<file path="src/rtl/wb_stage.sv">
// -----------------------------------------------------------------------------
// wb_stage : writeback stage of the MangoMIPS32 core.
//
// Takes the registered MEM/WB bundle and commits it to architectural state:
// aligns and extends load data, picks the final GPR result, and owns the
// 32x32 general-purpose register file, the HI/LO pair and the LLbit. The
// read ports forward the value being written this cycle, so decode and
// execute see a result in the same cycle it is presented here.
//
// Ports
//   clk          in   1   core clock
//   rst          in   1   synchronous active-high reset
//   wb_aluop     in   6   committed operation (encodings below)
//   wb_alures    in  32   ALU/address result
//   wb_mulres    in  32   low product for MUL
//   wb_m_vaddr   in  32   load virtual address (only [1:0] matter)
//   wb_m_rdata   in  32   raw aligned memory word
//   wb_wreg      in   4   byte write enables (bit i = byte i)
//   wb_wraddr    in   5   destination GPR
//   wb_hilo_wen  in   1   HI/LO write enable
//   wb_hilo      in  64   {HI, LO} write value
//   wb_llb_wen   in   1   LLbit write enable
//   wb_llbit     in   1   LLbit write value / SC outcome
//   llb_clr      in   1   clear LLbit (exception/ERET)
//   r1_addr      in   5   GPR read address, port 1
//   r2_addr      in   5   GPR read address, port 2
//   r1_data      out 32   GPR read data, port 1 (forwarded)
//   r2_data      out 32   GPR read data, port 2 (forwarded)
//   hilo_o       out 64   {HI, LO} (forwarded)
//   llbit_o      out  1   current LLbit (forwarded)
// -----------------------------------------------------------------------------
module wb_stage (
   input  logic        clk,
   input  logic        rst,
   input  logic [5:0]  wb_aluop,
   input  logic [31:0] wb_alures,
   input  logic [31:0] wb_mulres,
   input  logic [31:0] wb_m_vaddr,
   input  logic [31:0] wb_m_rdata,
   input  logic [3:0]  wb_wreg,
   input  logic [4:0]  wb_wraddr,
   input  logic        wb_hilo_wen,
   input  logic [63:0] wb_hilo,
   input  logic        wb_llb_wen,
   input  logic        wb_llbit,
   input  logic        llb_clr,
   input  logic [4:0]  r1_addr,
   input  logic [4:0]  r2_addr,
   output logic [31:0] r1_data,
   output logic [31:0] r2_data,
   output logic [63:0] hilo_o,
   output logic        llbit_o
);

   // Core opcode encodings for the operations this stage distinguishes.
   localparam logic [5:0] OP_NOP = 6'h00;
   localparam logic [5:0] OP_ADD = 6'h01;
   localparam logic [5:0] OP_MUL = 6'h02;
   localparam logic [5:0] OP_LB  = 6'h08;
   localparam logic [5:0] OP_LBU = 6'h09;
   localparam logic [5:0] OP_LH  = 6'h0A;
   localparam logic [5:0] OP_LHU = 6'h0B;
   localparam logic [5:0] OP_LW  = 6'h0C;
   localparam logic [5:0] OP_LWL = 6'h0D;
   localparam logic [5:0] OP_LWR = 6'h0E;
   localparam logic [5:0] OP_LL  = 6'h0F;
   localparam logic [5:0] OP_SC  = 6'h10;

   // Only the byte offset of the load address is meaningful here.
   logic unused_vaddr;
   assign unused_vaddr = ^wb_m_vaddr[31:2];

   // -------------------------------------------------------------------------
   // Load extraction
   // -------------------------------------------------------------------------
   logic [1:0]  k;
   logic [7:0]  ld_byte;
   logic [15:0] ld_half;
   logic [1:0]  lwl_sh;
   logic [31:0] lwl_val;
   logic [31:0] lwr_val;
   logic [3:0]  lwl_mask;
   logic [3:0]  lwr_mask;

   assign k       = wb_m_vaddr[1:0];
   assign ld_byte = wb_m_rdata[{k, 3'b000} +: 8];
   assign ld_half = k[1] ? wb_m_rdata[31:16] : wb_m_rdata[15:0];

   // LWL moves the addressed byte up to byte 3 and fills bytes 3..3-k;
   // LWR moves it down to byte 0 and fills bytes 3-k..0.
   assign lwl_sh   = 2'd3 - k;
   assign lwl_val  = wb_m_rdata << {lwl_sh, 3'b000};
   assign lwr_val  = wb_m_rdata >> {k, 3'b000};
   assign lwl_mask = 4'(4'b1111 << lwl_sh);
   assign lwr_mask = 4'b1111 >> k;

   // -------------------------------------------------------------------------
   // Result mux and effective byte enables
   // -------------------------------------------------------------------------
   logic [31:0] result;
   logic [3:0]  mask;
   logic [3:0]  eff_wen;

   always_comb begin
      result = wb_alures;
      mask   = 4'b1111;
      case (wb_aluop)
         OP_LB:         result = {{24{ld_byte[7]}}, ld_byte};
         OP_LBU:        result = {24'b0, ld_byte};
         OP_LH:         result = {{16{ld_half[15]}}, ld_half};
         OP_LHU:        result = {16'b0, ld_half};
         OP_LW, OP_LL:  result = wb_m_rdata;
         OP_LWL: begin
            result = lwl_val;
            mask   = lwl_mask;
         end
         OP_LWR: begin
            result = lwr_val;
            mask   = lwr_mask;
         end
         // The SC outcome was decided in MEM and arrives on wb_llbit.
         OP_SC:         result = {31'b0, wb_llbit};
         OP_MUL:        result = wb_mulres;
         OP_NOP, OP_ADD: result = wb_alures;
         default:       result = wb_alures;
      endcase
   end

   assign eff_wen = wb_wreg & mask;

   // -------------------------------------------------------------------------
   // General-purpose register file
   // -------------------------------------------------------------------------
   logic [31:0] gpr_reg [0:31];
   logic [31:0] wr_sel;

   // One-hot destination decode; entry 0 is never selected so GPR0 stays 0.
   genvar gi;
   generate
      for (gi = 0; gi < 32; gi++) begin : g_wr_sel
         if (gi == 0) begin : g_zero
            assign wr_sel[gi] = 1'b0;
         end else begin : g_dec
            assign wr_sel[gi] = (wb_wraddr == 5'(gi));
         end
      end
   endgenerate

   always_ff @(posedge clk) begin
      if (rst) begin
         for (int i = 0; i < 32; i++) begin
            gpr_reg[i] <= '0;
         end
      end else begin
         for (int i = 1; i < 32; i++) begin
            for (int b = 0; b < 4; b++) begin
               if (wr_sel[i] && eff_wen[b]) begin
                  gpr_reg[i][8*b +: 8] <= result[8*b +: 8];
               end
            end
         end
      end
   end

   // Byte-wise forwarding: a byte being written this cycle to the addressed
   // register overrides the stored byte. Forwarding ignores rst on purpose.
   function automatic logic [31:0] read_port(input logic [4:0] addr);
      logic [31:0] data;
      data = '0;
      if (addr != 5'd0) begin
         data = gpr_reg[addr];
         for (int b = 0; b < 4; b++) begin
            if ((wb_wraddr == addr) && eff_wen[b]) begin
               data[8*b +: 8] = result[8*b +: 8];
            end
         end
      end
      return data;
   endfunction

   assign r1_data = read_port(r1_addr);
   assign r2_data = read_port(r2_addr);

   // -------------------------------------------------------------------------
   // HI/LO
   // -------------------------------------------------------------------------
   logic [63:0] hilo_reg;

   always_ff @(posedge clk) begin
      if (rst) begin
         hilo_reg <= '0;
      end else if (wb_hilo_wen) begin
         hilo_reg <= wb_hilo;
      end
   end

   assign hilo_o = wb_hilo_wen ? wb_hilo : hilo_reg;

   // -------------------------------------------------------------------------
   // LLbit: clear beats write beats hold; the output shows the next value.
   // -------------------------------------------------------------------------
   logic llbit_reg;
   logic llbit_next;

   always_comb begin
      llbit_next = llbit_reg;
      if (llb_clr) begin
         llbit_next = 1'b0;
      end else if (wb_llb_wen) begin
         llbit_next = wb_llbit;
      end
   end

   always_ff @(posedge clk) begin
      if (rst) begin
         llbit_reg <= 1'b0;
      end else begin
         llbit_reg <= llbit_next;
      end
   end

   assign llbit_o = llbit_next;

endmodule

</file>
<file path="config.mk">
export PLATFORM = sky130hd
export DESIGN_NAME = wb_stage
export DESIGN_NICKNAME = d
export VERILOG_FILES = /design/src/rtl/wb_stage.sv
export SDC_FILE = /design/constraint.sdc
export NUM_CORES = 2
export LEC_CHECK = 0
export CORE_AREA = 2 2 307 309
export CTS_CLUSTER_SIZE = 20
export DETAILED_ROUTE_END_ITERATION = 16
export DIE_AREA = 0 0 309 311
export GPL_TIMING_DRIVEN = 1
export PLACE_DENSITY = 0.8
export SETUP_SLACK_MARGIN = 0.1
export SYNTH_ARGS = -nofsm -noshare
export SYNTH_HDL_FRONTEND = slang
export SYNTH_SLANG_ARGS = --single-unit
</file>
<file path="constraint.sdc">
create_clock -name clk -period 10.1 [get_ports clk]
set_input_delay 2.02 -clock clk [delete_from_list [all_inputs] [get_ports clk]]
set_output_delay 2.02 -clock clk [all_outputs]
set_load 0.01 [all_outputs]
</file>
==> flow_metrics.tcl <==
set metrics [dict create \
    status "complete, but fails checks" \
    failed_checks "max-capacitance violations, max-slew violations" \
    syn_avg_cell_area_um2 13.9 \
    area_delta_synth_final_pct 14.2 \
    yosys.area.top_type "edfxtp_1" \
    drt_first_pass_iters 7 \
    crit_family "compound AO/OA/AOI/OAI gates" \
    timing.final.hold_violations 0 \
    drc 0 \
    synthCells 3983 \
    wirelength_um 182000 \
    p_clk_share_pct 36.3 \
    postLayoutCoreUtil_pct 68.1 \
    ys_ff_latch 1057 \
    hold_class "register to register" \
    synth_edf_count 992 \
    postCtsSetupRepairBufs 0 \
    synth_commonest_cells "edfxtp_1, nor2_1, mux4_2" \
    synthFlopType "edfxtp_1" \
    pwr_density_cell_nw_per_um2 176 \
    ys_seq_area_share_pct 56.2 \
    grt-ovfl-total 0 \
    core_area_um2 92800 \
    h-tree-depth 3 \
    leakage_uw 0.0215 \
    layout.nets 4407 \
    multiInputGateArea_um2 22700 \
    max-slew-margin-rel_pct -0.520 \
    worst_pin_slew_ps 1500 \
    path_cells "clkdlybuf4s50_1, and4bb_2, nand2_1, o221a_2, nand2_1, o32ai_1, clkdlybuf4s50_1" \
    antenna_found_initial 12 \
    layout-drive-gt1-share_pct 22.0 \
    route.vias.total 40000 \
    period_share_pct 85.6 \
    cts_sinks 1057 \
    cts_resized 0 \
    maxCapViolCount 2 \
    synth_most_common_cell "edfxtp_1" \
    core.rowCount 112 \
    largest_reg_flops 992 \
    gp_congestion 0.998 \
    vdd_drop_max_v 0.000154 \
    grt_usage_pct 37.4 \
    wl_per_cell_um 32.8 \
    intPower_uw 8200 \
    cts-root-buf "clkbuf_16" \
    netlist_top_cells_area "edfxtp_1, mux4_2, nor2_1" \
    yosys.cell_types.count 80 \
    ios 352 \
    clk_path_buf_depth 3 \
    fmax_ghz 0.116 \
    power_uw 11100 \
    cp_max_fo 31 \
    die_h_um 311 \
    routed_via_density 7.22 \
    cpPeakStageDelay_ps 1010 \
    ff_latch_area_um2 31100 \
    critPathArrivalTime_ps 6630 \
    worstSetupEndpointType "output pin" \
    grt_pass1_vias 39000 \
    p_seq_share_pct 47.7 \
    cts.clk_slew.worst_paths_ps 80 \
    crit_required_ps 8080 \
    regToRegStartpoint "hilo_reg[22]" \
    synth.top_cell.area_share_pct 53.8 \
    initial_core_util_pct 59.7 \
    drtIter0Drc 6926 \
    skew_ps 0 \
    layout_min_cycle_time_ps 8650 \
    dp_hpwl_um 123000 \
    power.switching_uw 2890 \
    slew_violations 1 \
    p_sw_share_pct 26.1 \
    io_buffer_count 321 \
    grt_max_degree 123 \
    setup-tns-final_ps 0 \
    die_x_um 309 \
    crit_type "input pin to output pin" \
    cts_tree "built" \
    hold_buffers 0 \
    rsz0062_at_grt "false" \
    start_kind "input pin" \
    ant_nets 0 \
    p_comb_share_pct 15.9 \
    cp_num_buf_inv 2 \
    clk_latency_ps 690 \
    grt_pass1_wl_um 261000 \
    async_flop_share_pct 0 \
    slowest_stage "o32ai_1" \
    dieArea_um2 96100 \
    synth_nets 4206 \
    crit_start "wb_aluop[5]" \
    nFillCells 6181 \
    hp-start "llbit_reg" \
    yosysWarnings 0 \
    synth_area_um2 55300 \
    cts_made_buffers 105 \
    setup_violations 0 \
]
worst register-to-register path: cells and delay by family, from the launching register on:
family,cells,cell delay (ps)
DFF,1,300
muxes,1,290
and+or+nand+nor,1,160
power groups by stage:
stage / clock, uW / combinational, uW / sequential [uW]
6_report: 4030 / 1770 / 5290
5_1_grt: 4180 / 1810 / 5320
4_1_cts: 4010 / 1710 / 5290
3_5_place_dp: 0 / 1690 / 5370
3_3_place_gp: 0 / 1670 / 5340
2_1_floorplan: 0 / 1030 / 5310
cells by family (layout without fill, tap and decap cells):
logic type,after synthesis,in the layout,synth area share [%]
AOI/OAI and AO/OA,534,534,7.36
xor gates and xnor gates,11,11,0.174
buffers and inverters,379,668,2.93
DFF,1057,1057,56.2
muxes,768,768,23.8
other,0,10,0
and+or+nand+nor,1234,1234,9.57
placed cells by master, fill, tap and decap left out, types with 9 or more instances in the layout:
master | netlist | final
clkinv_1 | 3 | 22
mux4_2 | 420 | 420
a211oi_1 | 50 | 50
a221oi_1 | 76 | 76
a21o_1 | 17 | 17
bufinv_16 | 0 | 11
a311oi_1 | 9 | 9
nand2_1 | 315 | 315
inv_1 | 35 | 33
a21oi_1 | 56 | 56
o22ai_1 | 38 | 38
diode_2 | 0 | 10
or2_2 | 10 | 10
mux2_2 | 176 | 176
nor2b_1 | 36 | 32
mux2i_1 | 172 | 172
dfxtp_1 | 65 | 65
buf_4 | 9 | 109
o2bb2ai_1 | 11 | 11
clkinv_2 | 0 | 19
nand2b_1 | 28 | 28
nor3_1 | 37 | 26
clkdlybuf4s50_1 | 0 | 310
a2111oi_0 | 30 | 22
and2_1 | 73 | 73
nor3_2 | 1 | 12
clkbuf_16 | 0 | 108
a22oi_1 | 37 | 37
xnor2_1 | 11 | 11
a221o_1 | 18 | 18
a22o_1 | 44 | 44
clkbuf_1 | 169 | 19
o32ai_1 | 15 | 15
edfxtp_1 | 992 | 992
nand3_1 | 20 | 20
o21ai_0 | 59 | 57
or3_1 | 14 | 14
nor2_1 | 641 | 641
nor2_2 | 18 | 18
metal layers:
| layer | up-vias | share of wire [%] | global-route usage (%) |
|---|---|---|---|
| li1 | 16000 | - | - |
| met1 | 19500 | 32 | 48.2 |
| met2 | 3693 | 45 | 55.7 |
| met3 | 715 | 17 | 14.2 |
| met4 | 14 | 6.2 | 18.6 |
| met5 | - | 0.061 | 0 |
worst paths after layout:
| path | to | slack [ps] | depth (start not counted) |
|---|---|---|---|
| setup / recovery | r1_data[12] | 1450 | 7 |
| hold / removal | llbit_reg | 540 | 2 |
| setup reg to reg | hilo_reg[22] | 9250 | 2 |
| hold reg to reg | llbit_reg | 540 | 2 |
through the flow:
stage	cells	setup slack, ps	instance area [um^2]	hold WS (ps)
2_1_floorplan	3983	3850	55300	502
3_3_place_gp	5331	1800	59700	528
5_1_grt	5526	1540	63200	565
3_5_place_dp	5331	1760	59700	528
4_1_cts	5526	1740	63200	546
6_report	5536	1450	63200	536
final cells by class:
class	count	area share [%]
flip-flops and latches	1057	49.2
multi-input cells	2547	36.0
repair buffers	433	6.51
clock buffers	135	4.55
well taps	1254	2.48
clock inverters	60	0.992
inverters	40	0.246
diodes	10	0.0396
Note: power is estimated with default switching activity, not from simulation.
